==> src/rtl/lfsr_sched_if.sv <==
// Bus between the LFSR scheduler and its two pseudo-random value consumers.
// The scheduler uses the slave modport and the requesting side uses the master modport.
interface lfsr_sched_if #(
  parameter int LEN_W = 4
);
  logic [1:0]       req;
  logic [LEN_W-1:0] len0;
  logic [LEN_W-1:0] len1;
  logic             seed_we;
  logic [2:0]       seed_in;
  logic [1:0]       gnt;
  logic             busy;
  logic             out_valid;
  logic [2:0]       out_data;
  logic             out_id;
  logic             done;
  logic             seed_err;

  modport slave (
    input  req, len0, len1, seed_we, seed_in,
    output gnt, busy, out_valid, out_data, out_id, done, seed_err
  );

  modport master (
    output req, len0, len1, seed_we, seed_in,
    input  gnt, busy, out_valid, out_data, out_id, done, seed_err
  );
endinterface

==> src/rtl/lfsr_sched.sv <==
// Round-robin scheduler that owns a 3-bit maximal LFSR and streams bursts of
// stepped values to two requesters, with an idle-only seed port that refuses the lock-up state.
module lfsr_sched #(
  parameter int LEN_W = 4
) (
  input  logic clk,
  input  logic set,
  lfsr_sched_if.slave bus
);

  typedef enum logic [1:0] {
    S_IDLE = 2'd0,
    S_RUN  = 2'd1,
    S_DONE = 2'd2
  } state_t;

  state_t           r_state;
  logic [2:0]       r_lfsr;
  logic             r_last;
  logic [LEN_W-1:0] r_cnt;
  logic [1:0]       r_gnt;
  logic             r_busy;
  logic             r_out_valid;
  logic [2:0]       r_out_data;
  logic             r_out_id;
  logic             r_done;
  logic             r_seed_err;

  logic             w_pick;
  logic [LEN_W-1:0] w_len;
  logic [2:0]       w_lfsr_next;

  function automatic logic [2:0] lfsr_step(input logic [2:0] q);
    return {q[1:0], q[2] ^ q[1]};
  endfunction

  assign w_lfsr_next = lfsr_step(r_lfsr);

  // Winner selection: on a tie the requester not served last time wins.
  always_comb begin
    w_pick = 1'b0;
    w_len  = {LEN_W{1'b0}};
    case (bus.req)
      2'b01:   w_pick = 1'b0;
      2'b10:   w_pick = 1'b1;
      2'b11:   w_pick = ~r_last;
      default: w_pick = 1'b0;
    endcase
    if (w_pick) begin
      w_len = bus.len1;
    end else begin
      w_len = bus.len0;
    end
  end

  // Scheduler FSM, LFSR and all registered outputs.
  always_ff @(posedge clk) begin
    if (set) begin
      r_state     <= S_IDLE;
      r_lfsr      <= 3'b001;
      r_last      <= 1'b1;
      r_cnt       <= {LEN_W{1'b0}};
      r_gnt       <= 2'b00;
      r_busy      <= 1'b0;
      r_out_valid <= 1'b0;
      r_out_data  <= 3'b000;
      r_out_id    <= 1'b0;
      r_done      <= 1'b0;
      r_seed_err  <= 1'b0;
    end else begin
      r_seed_err <= 1'b0;
      case (r_state)
        S_IDLE: begin
          if (bus.seed_we) begin
            // Seed 000 would lock the LFSR up, so it is refused.
            if (bus.seed_in != 3'b000) begin
              r_lfsr <= bus.seed_in;
            end else begin
              r_seed_err <= 1'b1;
            end
          end else if (bus.req != 2'b00) begin
            r_gnt    <= w_pick ? 2'b10 : 2'b01;
            r_out_id <= w_pick;
            r_cnt    <= w_len;
            r_busy   <= 1'b1;
            if (w_len != {LEN_W{1'b0}}) begin
              r_state <= S_RUN;
            end else begin
              r_state <= S_DONE;
              r_done  <= 1'b1;
            end
          end else begin
            r_state <= S_IDLE;
          end
        end
        S_RUN: begin
          r_seed_err  <= bus.seed_we;
          r_lfsr      <= w_lfsr_next;
          r_out_data  <= w_lfsr_next;
          r_out_valid <= 1'b1;
          r_cnt       <= r_cnt - LEN_W'(1);
          if (r_cnt == LEN_W'(1)) begin
            r_state <= S_DONE;
            r_done  <= 1'b1;
          end else begin
            r_state <= S_RUN;
          end
        end
        S_DONE: begin
          r_seed_err  <= bus.seed_we;
          r_gnt       <= 2'b00;
          r_out_valid <= 1'b0;
          r_done      <= 1'b0;
          r_busy      <= 1'b0;
          r_last      <= r_out_id;
          r_state     <= S_IDLE;
        end
        default: begin
          r_state     <= S_IDLE;
          r_gnt       <= 2'b00;
          r_busy      <= 1'b0;
          r_out_valid <= 1'b0;
          r_done      <= 1'b0;
        end
      endcase
    end
  end

  assign bus.gnt       = r_gnt;
  assign bus.busy      = r_busy;
  assign bus.out_valid = r_out_valid;
  assign bus.out_data  = r_out_data;
  assign bus.out_id    = r_out_id;
  assign bus.done      = r_done;
  assign bus.seed_err  = r_seed_err;

endmodule
==> src/flat_wrapper.sv <==
// flat-port wrapper written by rule: the top's interface ports become plain ports
module lfsr_sched_flat 
#(
  parameter int LEN_W = 4
)
  (clk, set, bus_req, bus_len0, bus_len1, bus_seed_we, bus_seed_in, bus_gnt, bus_busy, bus_out_valid, bus_out_data, bus_out_id, bus_done, bus_seed_err);
  lfsr_sched_if #(.LEN_W(LEN_W)) bus_i ();
  input  logic clk;
  input  logic set;
  input wire logic [$bits(bus_i.req)-1:0] bus_req;
  input wire logic [$bits(bus_i.len0)-1:0] bus_len0;
  input wire logic [$bits(bus_i.len1)-1:0] bus_len1;
  input wire logic [$bits(bus_i.seed_we)-1:0] bus_seed_we;
  input wire logic [$bits(bus_i.seed_in)-1:0] bus_seed_in;
  output wire logic [$bits(bus_i.gnt)-1:0] bus_gnt;
  output wire logic [$bits(bus_i.busy)-1:0] bus_busy;
  output wire logic [$bits(bus_i.out_valid)-1:0] bus_out_valid;
  output wire logic [$bits(bus_i.out_data)-1:0] bus_out_data;
  output wire logic [$bits(bus_i.out_id)-1:0] bus_out_id;
  output wire logic [$bits(bus_i.done)-1:0] bus_done;
  output wire logic [$bits(bus_i.seed_err)-1:0] bus_seed_err;
  assign bus_i.req = bus_req;
  assign bus_i.len0 = bus_len0;
  assign bus_i.len1 = bus_len1;
  assign bus_i.seed_we = bus_seed_we;
  assign bus_i.seed_in = bus_seed_in;
  assign bus_gnt = bus_i.gnt;
  assign bus_busy = bus_i.busy;
  assign bus_out_valid = bus_i.out_valid;
  assign bus_out_data = bus_i.out_data;
  assign bus_out_id = bus_i.out_id;
  assign bus_done = bus_i.done;
  assign bus_seed_err = bus_i.seed_err;
  lfsr_sched #(.LEN_W(LEN_W)) u_core (.clk(clk), .set(set), .bus(bus_i));
endmodule
==> config.mk <==
export PLATFORM = sky130hd
export DESIGN_NAME = lfsr_sched_flat
export DESIGN_NICKNAME = d
export VERILOG_FILES = /design/src/rtl/lfsr_sched_if.sv /design/src/rtl/lfsr_sched.sv /design/src/flat_wrapper.sv
export SDC_FILE = /design/constraint.sdc
export NUM_CORES = 1
export LEC_CHECK = 0
export BUFFER_PORTS_ARGS = -buffer_cell sky130_fd_sc_hd__buf_2
export CAP_MARGIN = 0
export CORE_AREA = 5 5 50 52
export CTS_CLUSTER_DIAMETER = 150
export DETAILED_ROUTE_END_ITERATION = 16
export DIE_AREA = 0 0 55 57
export PLACE_DENSITY = 0.81
export SLEW_MARGIN = 20
export SYNTH_ARGS = -nofsm -noshare
export SYNTH_HDL_FRONTEND = slang
export SYNTH_SLANG_ARGS = --single-unit
==> constraint.sdc <==
create_clock -name clk -period 4.8 [get_ports clk]
set_clock_uncertainty 0.05 [all_clocks]
set_input_delay 0 -clock clk [delete_from_list [all_inputs] [get_ports clk]]
set_output_delay 0 -clock clk [all_outputs]
set_load 0.01 [all_outputs]
==> Word level (Yosys, flattened, before mapping) <==
Index checks and enable logic that the tools add are counted.
{ "op_classes": {"n_bitwise": 4, "reduce_logical": 11, "n_addsub": 1, "mux": 29, "n_eq_ne": 11} }
{ "ops": {"columns": ["cell", "n"], "rows": [
  ["two-way mux 2 bit", 7],
  ["two-way mux 4 bit", 3],
  ["AND reduction 3 bit", 4],
  ["case mux 1 bit (2 select lines)", 5],
  ["two-way mux 1 bit", 8],
  ["case mux 2 bit (2 select lines)", 2],
  ["case mux 4 bit (2 select lines)", 1],
  ["equality test 2 bit, second input constant", 3],
  ["two-way mux 3 bit", 2],
  ["!= test 2 x 1 -> 1 bit, second input constant", 3],
  ["!= test 2 bit, second input constant", 3],
  ["case mux 3 bit (2 select lines)", 1],
  ["equality test 4 x 1 -> 1 bit, second input constant", 1],
  ["AND reduction 4 bit", 1],
  ["nonzero test 2 bit", 2],
  ["nonzero test 4 bit", 1],
  ["subtractor 4 x 1 -> 4 bit, second input constant", 1],
  ["inverter 1 bit", 3],
  ["nonzero test 3 bit", 1],
  ["equality test 2 x 1 -> 1 bit, second input constant", 1],
  ["zero test 2 bit", 1],
  ["OR reduction 2 bit", 1],
  ["XOR 1 bit", 1]
]} }
{ "totals": {"ff_bits": 20, "word_cells": 67, "inputBits": 16} }

==> Longest topological paths before layout <==
{ "logic_depth": {"word_depth": 8, "ltp_mapped": 7, "ltp_nobuf": 6} }

==> Least setup slack after synthesis <==
Ideal clock, no wire load.
{ "synth_timing": {"path_type": "register -> register", "from": "register u_core.r_state[0]", "to": "register u_core.r_cnt[0]", "slack_ns": 3.107, "period_less_slack_ns": 1.693, "n_path_buf": 1, "stages_incl_launch_ff": 8, "required_time_ns": 4.676, "setup_ns": 0.074, "arrival_time_ns": 1.568, "path_cell_list": "dfxtp_1 -> inv_1 -> ha_1 -> buf_4 -> nand2b_1 -> o21a_1 -> or3_1 -> a31oi_1"} }
{ "synth_via": {"elab_chain_cells": 3, "word_cells_on_any_way": 7, "cone_classes": "3 x eq/ne; 1 x mux; 3 x reduce/logical"} }
{ "synth_rtl": {"columns": ["element", "line_no", "rtl"], "rows": [
  ["start, declared", "lfsr_sched.sv:17", "state_t r_state;"],
  ["start signal, assigned", "lfsr_sched.sv:59", "r_state <= S_IDLE;"],
  ["start signal, assigned", "lfsr_sched.sv:87", "r_state <= S_RUN;"],
  ["start signal, assigned", "lfsr_sched.sv:89", "r_state <= S_DONE;"],
  ["zero test 2 bit or equality test 2 x 1 -> 1 bit (tied branches)", "lfsr_sched.sv:72", "case (r_state)"],
  ["!= test 2 x 1 -> 1 bit (no source line) (tied with other cells)", null, null],
  ["AND reduction 3 bit (no source line)", null, null],
  ["end signal, assigned", "lfsr_sched.sv:62", "r_cnt <= {LEN_W{1'b0}};"],
  ["end signal, assigned", "lfsr_sched.sv:84", "r_cnt <= w_len;"],
  ["end signal, assigned", "lfsr_sched.sv:101", "r_cnt <= r_cnt - LEN_W'(1);"],
  ["end, declared", "lfsr_sched.sv:20", "logic [LEN_W-1:0] r_cnt;"]
]} }
Parallel ways exist; a longest one is shown, timed or not.
A chain may end at the register's enable or synchronous reset.

==> Final worst setup path <==
{ "layout_timing": {"from": "register u_core.r_state[1]", "to": "register u_core.r_cnt[0]"} }
The elaborated chain is that of the path after synthesis.

==> metrics.txt <==
status finished clean; number of global-route vias before repair 1030; Lkg Pwr between 0.5 and 0.6 nW; WS Path Type register to register; CP Data Required Time 5.01 ns; total global-route track usage a little under a fifth; antenna violations before repair 0; Final Hold Fails 0; worst reg2reg path endpoint u_core.r_cnt[0]$_SDFFE_PP0P_; Post-synth top flop dfxtp_1; min-delay src bus_req[0]; Slew Limit Fails 0; Tcrit/Tclk final 46.4%; HP Class primary input to register; Logic pwr share a little under two fifths; Post-DRT Antenna Nets 0; sum of negative setup slack 0 ns; Synth area leader dfxtp_1; Reg2Reg Setup Slack ~2.6 ns; PortBufs 25; cell count after synthesis 126; sw frac a little over a third; Post-CTS Resized 0; Clk pwr share between 20% and 30%; CP startpoint kind register; Max IR drop VDD roughly 0.00025 V; largest net degree at the start of global routing 28; Final min period around 2.2 ns; Worst setup EP type register; DR pass1 iterations 4; Post-Route WL around 2600 um; final setup violation count 0; antenna cell count 0; TritonCTS buffer count 3; Synth top area share between 30% and 40%; core box area ~2100 sq um; worst slew pin tran between 0.7 and 0.8 ns; Vias ~1000; global-route wire length before repair between 4000 and 5000 um; Max transition margin 48.9%; PD cells around 460 nW/um^2; Mapped Area 1080 sq um; synthesis-to-finish area growth 20.3%; chip height approximately 57 um; RSZ-0062 raised after global routing no; area of the multi-input gates between 600 and 700 sq um; reg2reg start u_core.r_state[1]$_SDFFE_PP0P_; asr flop ratio synth 0%; Hold Path Depth 4; Util after Layout between 60% and 70%; max-cap violations 0; Fillers 194; DRT iter0 DRCs 18; clk_lat worst skew 0.32 ns; Post-DP HPWL about 1900 um; mean post-synth cell area 8.58 sq um; Hold EP u_core.bus.gnt[1]$_SDFFE_PP0P_; syn_nets around 150; full die area between 3000 and 4000 sq um; critical path fanouts, max 27; CTS H-tree lvls 1; most frequent cells in the layout 25 x buf_2, 20 x dfxtp_1, 11 x nor2_1, 11 x a21oi_1, 9 x nand2_1; Flop pwr share about 38%; Post-CTS Setup Repair Bufs 0; layout cell share with drive strength beyond 1 a little under a quarter; worst hold slack 0.0301 ns; Die W 55 um; Register Area between 400 and 500 sq um; Post-synth EDFFs 0; io pins 26; Internal ~0.00038 W; FF-to-FF path depth 6; synth unique cells 38; Synth area leaders dfxtp_1 37%, ha_1 6.9%, a21oi_1 5.1%; sequential-to-total area share from yosys stat around 37%; NetSw ~0.00021 W; global placement routability congestion about 0.86; clock transition at the registers of the reported paths around 0.12 ns; FMAX between 400 and 500 MHz; Nets 175; clock tree buffer depth 2; Hold-fix buffers, CTS 4; WP data arrival 2.43 ns; DRC violations left 0; routed len/inst 14.5 um; grt total ovfl 0; vias per cell 5.53; Synth Register Bits 20; Synth Warn # 0; CTS tree built; CTS sink count 20; CTS Root Cell clkbuf_4; number of cell rows 17; initial core utilization approximately 52%; most common cell after layout, fill and taps aside buf_2
==> critical path: stages (launching register included) <==
cell	delay [ns]
dfxtp_1	0.36
inv_1	0.08
ha_1	0.66
nand2b_1	0.26
o21a_1	0.23
or3_1	0.36
a31oi_1	0.17
==> worst max-delay path by stage <==
stage / startpoint / end / slack (ns) / cells after the start
final: u_core.r_state[1]$_SDFFE_PP0P_ / u_core.r_cnt[0]$_SDFFE_PP0P_ / 2.57 / 6
after global routing: u_core.r_state[0]$_SDFFE_PP0P_ / u_core.bus.seed_err$_SDFF_PP0_ / 2.34 / 6
after CTS: u_core.r_state[1]$_SDFFE_PP0P_ / u_core.r_cnt[0]$_SDFFE_PP0P_ / 2.59 / 6
after detailed placement: u_core.r_state[1]$_SDFFE_PP0P_ / u_core.r_cnt[0]$_SDFFE_PP0P_ / 2.61 / 6
after global placement: u_core.r_state[1]$_SDFFE_PP0P_ / u_core.r_cnt[0]$_SDFFE_PP0P_ / 2.74 / 6
after floorplan: u_core.r_state[0]$_SDFFE_PP0P_ / u_core.r_cnt[0]$_SDFFE_PP0P_ / 3.11 / 7
==> kinds of logic after synthesis <==
logic type               synth area share (%)
flip-flops                               37.0
AO/OA/AOI/OAI                            25.3
buffers and inverters                    4.86
XOR/XNOR                                0.810
AND/OR/NAND/NOR                          20.1
multiplexers                             4.86
adder cells (fa/ha/maj)                  6.94
==> cells in the mapped netlist (2+ instances only) <==
| cell type | number |
|---|---|
| nand2_1 | 9 |
| o21a_1 | 2 |
| nand2b_1 | 7 |
| nand3_1 | 2 |
| buf_2 | 3 |
| or3_1 | 2 |
| nor2b_1 | 4 |
| a211oi_1 | 2 |
| a21oi_1 | 11 |
| o21ai_0 | 7 |
| mux2i_1 | 3 |
| clkbuf_1 | 3 |
| nor4b_1 | 2 |
| nor2_1 | 11 |
| a311oi_1 | 2 |
| inv_1 | 5 |
| nor4_1 | 2 |
| a211o_1 | 2 |
| ha_1 | 6 |
| dfxtp_1 | 20 |
| mux2_2 | 2 |
| nor3_1 | 3 |
==> metrics by stage <==
step,worst slack [ns],instances,instance area [sq um],total power [W]
after global placement,2.74,172,1210,0.000438
after floorplan,3.11,126,1080,0.000395
after global routing,2.34,180,1300,0.000639
after detailed placement,2.61,172,1210,0.000450
final,2.57,180,1300,0.000595
after CTS,2.59,180,1300,0.000595
==> state kept, by name, summed over array words and instances (netlist names) <==
signal and cells:
u_core.bus.out_id 1, u_core.bus.busy 1, u_core.r_state 2, u_core.bus.out_data 3
u_core.bus.seed_err 1, u_core.r_lfsr 3, u_core.bus.out_valid 1, u_core.r_cnt 4
u_core.r_last 1, u_core.bus.done 1, u_core.bus.gnt 2
==> routing by layer <==
layer | routed length (um) | GRT usage [%] | vias to the layer above
met4 | 60 | 9.03 | 0
li1 | - | - | 502
met5 | 0 | 0 | -
met3 | 114 | 2.87 | 7
met2 | 1330 | 30.6 | 33
met1 | 1100 | 23.0 | 454
==> layout make-up <==
cell class	count	share of cell area, %
clock buffers	3	1.73
clock inverters	1	2.31
inverters	5	1.44
multi-input cells	94	48.3
flip-flops and latches	20	30.8
well taps	28	2.69
repair buffers	29	12.7
==> power groups by stage <==
stage | sequential [W] | clock (W) | combinational, W
2_1_floorplan | 0.000232 | 0 | 0.000162
3_3_place_gp | 0.000227 | 0 | 0.000211
3_5_place_dp | 0.000229 | 0 | 0.000221
4_1_cts | 0.000225 | 0.000144 | 0.000226
5_1_grt | 0.000231 | 0.000151 | 0.000257
6_report | 0.000225 | 0.000143 | 0.000227
No activity file was read; power rests on OpenSTA's default activity.
